### src/rtl/monitor_mode_mapper.sv
// Monitor-emulation colour mapper: colour / green / amber / white modes with
// weighted luma, keyboard mode cycling and frame-aligned mode switching.
module monitor_mode_mapper #(
  parameter int unsigned CW        = 3,
  parameter int unsigned MODE_INIT = 0
) (
  input  logic          clk,
  input  logic          pown_reset_n,
  input  logic [CW-1:0] ri,
  input  logic [CW-1:0] gi,
  input  logic [CW-1:0] bi,
  input  logic          hsync_n,
  input  logic          vsync_n,
  input  logic          mono_force,
  input  logic          mode_cycle,
  output logic [CW-1:0] ro,
  output logic [CW-1:0] go,
  output logic [CW-1:0] bo,
  output logic          hsync_n_o,
  output logic          vsync_n_o,
  output logic [1:0]    mode
);

  localparam int unsigned LW = CW + 3;

  typedef enum logic [1:0] {
    MODE_COLOUR = 2'd0,
    MODE_GREEN  = 2'd1,
    MODE_AMBER  = 2'd2,
    MODE_WHITE  = 2'd3
  } mode_e;

  localparam logic [1:0] MODE_RST = 2'(MODE_INIT);

  // Stage 1 registers
  logic [CW-1:0] r1_q, g1_q, b1_q, l1_q;
  logic          mf1_q, hs1_q, vs1_q;

  // Mode control registers
  logic          cyc_q, armed_q;
  logic [1:0]    pend_q, pend_d;
  logic [1:0]    mode_q, mode_d;

  // Stage 2 registers
  logic [CW-1:0] ro_q, go_q, bo_q;
  logic [CW-1:0] ro_d, go_d, bo_d;
  logic          hs2_q, vs2_q;

  logic [LW-1:0] luma_wide;
  logic [CW-1:0] luma;
  logic          rise, fall;
  mode_e         eff_mode;

  // Weighted luma 2R + 5G + B; the sum fits LW bits and >>3 fits CW bits.
  always_comb begin
    luma_wide = (LW'(ri) << 1) + (LW'(gi) << 2) + LW'(gi) + LW'(bi);
    luma      = luma_wide[LW-1:3];
  end

  // armed_q masks the first cycle after reset so a key held through reset
  // release is not seen as an edge. vs1_q doubles as the vsync fall history.
  always_comb begin
    rise   = mode_cycle & ~cyc_q & armed_q;
    fall   = vs1_q & ~vsync_n;
    pend_d = pend_q + {1'b0, rise};
    mode_d = mode_q;
    if (fall) begin
      mode_d = pend_d;
    end
  end

  always_ff @(posedge clk or negedge pown_reset_n) begin
    if (!pown_reset_n) begin
      r1_q    <= '0;
      g1_q    <= '0;
      b1_q    <= '0;
      l1_q    <= '0;
      mf1_q   <= 1'b0;
      hs1_q   <= 1'b1;
      vs1_q   <= 1'b1;
      cyc_q   <= 1'b0;
      armed_q <= 1'b0;
      pend_q  <= MODE_RST;
      mode_q  <= MODE_RST;
    end else begin
      r1_q    <= ri;
      g1_q    <= gi;
      b1_q    <= bi;
      l1_q    <= luma;
      mf1_q   <= mono_force;
      hs1_q   <= hsync_n;
      vs1_q   <= vsync_n;
      cyc_q   <= mode_cycle;
      armed_q <= 1'b1;
      pend_q  <= pend_d;
      mode_q  <= mode_d;
    end
  end

  // Stage 2 mapping uses the mode active before this edge's update.
  always_comb begin
    ro_d     = r1_q;
    go_d     = g1_q;
    bo_d     = b1_q;
    eff_mode = mode_e'(mode_q);
    if ((mode_q == 2'd0) && mf1_q) begin
      eff_mode = MODE_GREEN;
    end
    unique case (eff_mode)
      MODE_COLOUR: begin
        ro_d = r1_q;
        go_d = g1_q;
        bo_d = b1_q;
      end
      MODE_GREEN: begin
        ro_d = l1_q >> 2;
        go_d = l1_q;
        bo_d = l1_q >> 3;
      end
      MODE_AMBER: begin
        ro_d = l1_q;
        go_d = l1_q - (l1_q >> 2);
        bo_d = '0;
      end
      MODE_WHITE: begin
        ro_d = l1_q;
        go_d = l1_q;
        bo_d = l1_q;
      end
      default: begin
        ro_d = r1_q;
        go_d = g1_q;
        bo_d = b1_q;
      end
    endcase
  end

  always_ff @(posedge clk or negedge pown_reset_n) begin
    if (!pown_reset_n) begin
      ro_q  <= '0;
      go_q  <= '0;
      bo_q  <= '0;
      hs2_q <= 1'b1;
      vs2_q <= 1'b1;
    end else begin
      ro_q  <= ro_d;
      go_q  <= go_d;
      bo_q  <= bo_d;
      hs2_q <= hs1_q;
      vs2_q <= vs1_q;
    end
  end

  assign ro        = ro_q;
  assign go        = go_q;
  assign bo        = bo_q;
  assign hsync_n_o = hs2_q;
  assign vsync_n_o = vs2_q;
  assign mode      = mode_q;

endmodule

### config.mk
export PLATFORM = sky130hd
export DESIGN_NAME = monitor_mode_mapper
export DESIGN_NICKNAME = d
export VERILOG_FILES = /design/src/rtl/monitor_mode_mapper.sv
export SDC_FILE = /design/constraint.sdc
export NUM_CORES = 1
export LEC_CHECK = 0
export ABC_AREA = 1
export BUFFER_PORTS_ARGS = -buffer_cell sky130_fd_sc_hd__buf_2
export CAP_MARGIN = 5
export CORE_AREA = 2 2 52 54
export DETAILED_ROUTE_END_ITERATION = 6
export DIE_AREA = 0 0 54 56
export GPL_TIMING_DRIVEN = 0
export PLACE_DENSITY = 0.79
export SYNTH_ARGS = -nofsm -noshare
export SYNTH_HDL_FRONTEND = slang
export SYNTH_SLANG_ARGS = --single-unit
### constraint.sdc
create_clock -name clk -period 3.2 [get_ports clk]
set_input_delay 0.8 -clock clk [delete_from_list [all_inputs] [get_ports clk]]
set_output_delay 0.8 -clock clk [all_outputs]
set_load 0.005 [all_outputs]
==> Implementation_results.wiki <==
{| class="wikitable"
! Metric !! Value
|-
| Initial DRC Count || 6
|-
| Mapped Cells || 116
|-
| Boundary pin count || 28
|-
| Slew HR || 0.5685
|-
| Total grt overflow || 0
|-
| Capturing element type of the critical path || register
|-
| Min Hold Slack || 0.3598 ns
|-
| Gpl congestion || 0.8122
|-
| CTS root buf || sky130_fd_sc_hd__clkbuf_4
|-
| Chip Width || 54 um
|-
| Number of buffers inserted for hold repair after clock tree synthesis || 0
|-
| Total number of H-tree levels || 2
|-
| First-pass GRT wire length || 3.546 mm
|-
| # setup viols final || 0
|-
| Count of unresolved DRC violations after routing || 0
|-
| Number of buffers created by CTS || 5
|-
| Ratio of cells with drive above 1 in the final layout || 0.2980
|-
| Post-CTS Resized || 0
|-
| Number of distinct library cell variants in the gate-level netlist after synthesis || 21
|-
| TritonRoute pass-1 iters || 5
|-
| Crit share post-route || 0.8084
|-
| Crit path arrival time || 2.78 ns
|-
| Worst path required time || 3.39 ns
|-
| Antenna violations before repair || 0
|-
| Largest fanout of any net on the critical path || 2
|-
| FMAX || 386.5 MHz
|-
| Least-Margin Pin Slew || 0.6472 ns
|-
| Footprint of the multi-input gates || 451.7 um^2
|-
| Number of non-filler instances in the completed layout || 181
|-
| Yosys Warn Count || 0
|-
| Average routed wire per standard cell || 11.19 um
|-
| Clock network latency to the later pin of the worst-skew pair || 0.31 ns
|-
| Relative area change from synthesis to final layout || 17.37%
|-
| Average cell area after synthesis || 11.49 um^2
|-
| Total number of vias || 873
|-
| Mean number of vias per cell || 4.823
|-
| DIE AREA || 0.003024 mm^2
|-
| Core area || 0.002432 mm^2
|-
| Pin count of the biggest net entering global routing || 33
|-
| P_leak || 0.8315 nW
|-
| Global router's overall resource usage || 0.1670
|-
| Post-route setup TNS || 0 ns
|-
| Clock-pin slew on the worst setup and hold paths || 0.08 ns
|-
| Total detailed-routing wirelength || 2.025 mm
|-
| Number of port buffers || 27
|-
| Initial standard-cell utilization of the core || 0.5478
|-
| Hold Vio Cnt, Final || 0
|-
| Run status || finished clean
|-
| Crit path kind || in -> reg
|-
| Number of antenna cells inserted || 0
|-
| # rows || 18
|-
| Max Transition Viols Final || 0
|-
| Worst clock skew || 0.004892 ns
|-
| Netlist Area Pre-Place || 0.001333 mm^2
|-
| Setup repair after global routing missed its margin || no
|-
| Net count, final || 177
|-
| Class of the worst hold path || reg -> reg
|-
| Number of global-route vias before repair || 874
|-
| Worst vdd rail ir drop || 409.1 uV
|-
| Critical Path Source Type || primary input
|-
| TritonCTS clock tree || yes
|-
| Fin crit period || 2.587 ns
|-
| Y dimension of the die || 56 um
|-
| Antenna-violating nets left || 0
|-
| Syn nets || 143
|-
| Number of sinks on the clock net || 32
|-
| Filler cells || 197
|-
| Detailed-placement wirelength estimate || 1.659 mm
|-
| Number of placed instances with taps included || 173
|-
| Sequential cell area in the final layout || 805.8 um^2
|-
| Seq cells post-synth || 32
|-
| Buffer count from post-CTS setup fixing || 0
|-
| Maxcap violations || 0
|-
| Proportion of synthesized chip area in sequential cells || 0.6047
|-
| Clock tree buffer depth || 2
|-
| Areal power density over the cells || 687.6 mW/mm^2
|}
where the power goes:
group	total, mW	internal (mW)	switching [mW]
clock network	0.220	0.108	0.112
registers	0.545	0.497	0.0482
logic	0.310	0.134	0.176
total	1.08	0.739	0.336
cell usage in the layout (no fill, tap or decap), types with 2 or more instances in the layout:
master,instances
sky130_fd_sc_hd__dfstp_2,4
sky130_fd_sc_hd__nand2_1,20
sky130_fd_sc_hd__nor2_4,2
sky130_fd_sc_hd__inv_1,17
sky130_fd_sc_hd__nor2_1,2
sky130_fd_sc_hd__clkbuf_4,5
sky130_fd_sc_hd__dfrtp_1,28
sky130_fd_sc_hd__buf_2,27
sky130_fd_sc_hd__o21ai_0,4
sky130_fd_sc_hd__clkbuf_1,2
sky130_fd_sc_hd__fa_1,4
sky130_fd_sc_hd__nand3_2,2
sky130_fd_sc_hd__nand3_1,15
sky130_fd_sc_hd__ha_1,8
area by class of cell:
class | instances | share of cell area
plain buffers | 1 | 0.004800
clock buffers | 8 | 0.03760
inverters | 18 | 0.04320
multi-input cells | 65 | 0.2888
flip-flops and latches | 32 | 0.5152
well taps | 30 | 0.02400
repair buffers | 27 | 0.08640
cells in the mapped netlist:
library cell / count / area share
sky130_fd_sc_hd__o21a_1: 1 / 0.0056
sky130_fd_sc_hd__dfrtp_1: 28 / 0.53
sky130_fd_sc_hd__nand3_2: 2 / 0.015
sky130_fd_sc_hd__nor2_1: 2 / 0.0056
sky130_fd_sc_hd__nor2_2: 1 / 0.0047
sky130_fd_sc_hd__buf_4: 1 / 0.0056
sky130_fd_sc_hd__nor2_4: 2 / 0.017
sky130_fd_sc_hd__xor2_1: 1 / 0.0066
sky130_fd_sc_hd__inv_1: 17 / 0.048
sky130_fd_sc_hd__or2_2: 1 / 0.0047
sky130_fd_sc_hd__nand3_1: 15 / 0.056
sky130_fd_sc_hd__ha_1: 8 / 0.075
sky130_fd_sc_hd__nand2_1: 20 / 0.056
sky130_fd_sc_hd__xnor2_1: 1 / 0.0066
sky130_fd_sc_hd__fa_1: 4 / 0.060
sky130_fd_sc_hd__a21oi_1: 1 / 0.0038
sky130_fd_sc_hd__o21ai_0: 4 / 0.015
sky130_fd_sc_hd__dfstp_2: 4 / 0.079
sky130_fd_sc_hd__conb_1: 1 / 0.0028
sky130_fd_sc_hd__inv_2: 1 / 0.0028
sky130_fd_sc_hd__o21ai_1: 1 / 0.0038
sequential cells by signal, indices dropped and copies added (netlist names):
register / flops
b1_q: 3
bo: 3
g1_q: 3
go: 3
l1_q: 3
r1_q: 3
ro: 3
mode: 2
pend_q: 2
armed_q: 1
cyc_q: 1
hs1_q: 1
hsync_n_o: 1
mf1_q: 1
vs1_q: 1
vsync_n_o: 1
stage by stage:
step	cell area [um^2]	total power, mW	setup slack, ns	utilization
floorplan	1333	0.7396	0.4908	-
global placement	1505	0.8436	0.3242	0.6188
detailed placement	1505	0.8676	0.2825	0.6188
CTS	1564	1.089	0.6189	0.6430
global route	1564	1.157	0.5150	0.6430
finish	1564	1.075	0.6130	0.6430
metal layers:
layer  track usage  routed length (um)
met4       0.08214                  40
met5             0                   0
met1        0.1795                 771
met2        0.2770                1115
met3       0.06452                  97
path summary, 6_finish.rpt:
path                         startpoint   endpoint  slack, ns  depth (start not counted)
max                               ri[1]    l1_q[1]       0.61                         10
min                               hs1_q  hsync_n_o       0.36                          0
max reg2reg                     l1_q[2]      go[2]       1.79                          5
min reg2reg                       hs1_q  hsync_n_o       0.36                          0
max in group asynchronous  pown_reset_n    armed_q       2.27                          1
min in group asynchronous  pown_reset_n      bo[2]       0.51                          1
critical path, stage by stage:
cell and delay (ns):
sky130_fd_sc_hd__buf_2 0.09, sky130_fd_sc_hd__inv_1 0.05, sky130_fd_sc_hd__fa_1 0.52, sky130_fd_sc_hd__inv_1 0.05, sky130_fd_sc_hd__fa_1 0.50, sky130_fd_sc_hd__nand2_1 0.05
sky130_fd_sc_hd__nor2_1 0.13, sky130_fd_sc_hd__inv_1 0.07, sky130_fd_sc_hd__fa_1 0.38, sky130_fd_sc_hd__xnor2_1 0.14
logic make-up (layout without fill, tap and decap cells):
group,Yosys count,count (layout),synth area share
simple gates,43,43,0.1596
flops,32,32,0.6047
buf+inv,19,54,0.05634
fa+ha+maj,12,12,0.1352
compound gates,7,7,0.02816
xor+xnor,2,2,0.01315
other cells,1,1,0.002814
Power figures use the tool's default switching activity.
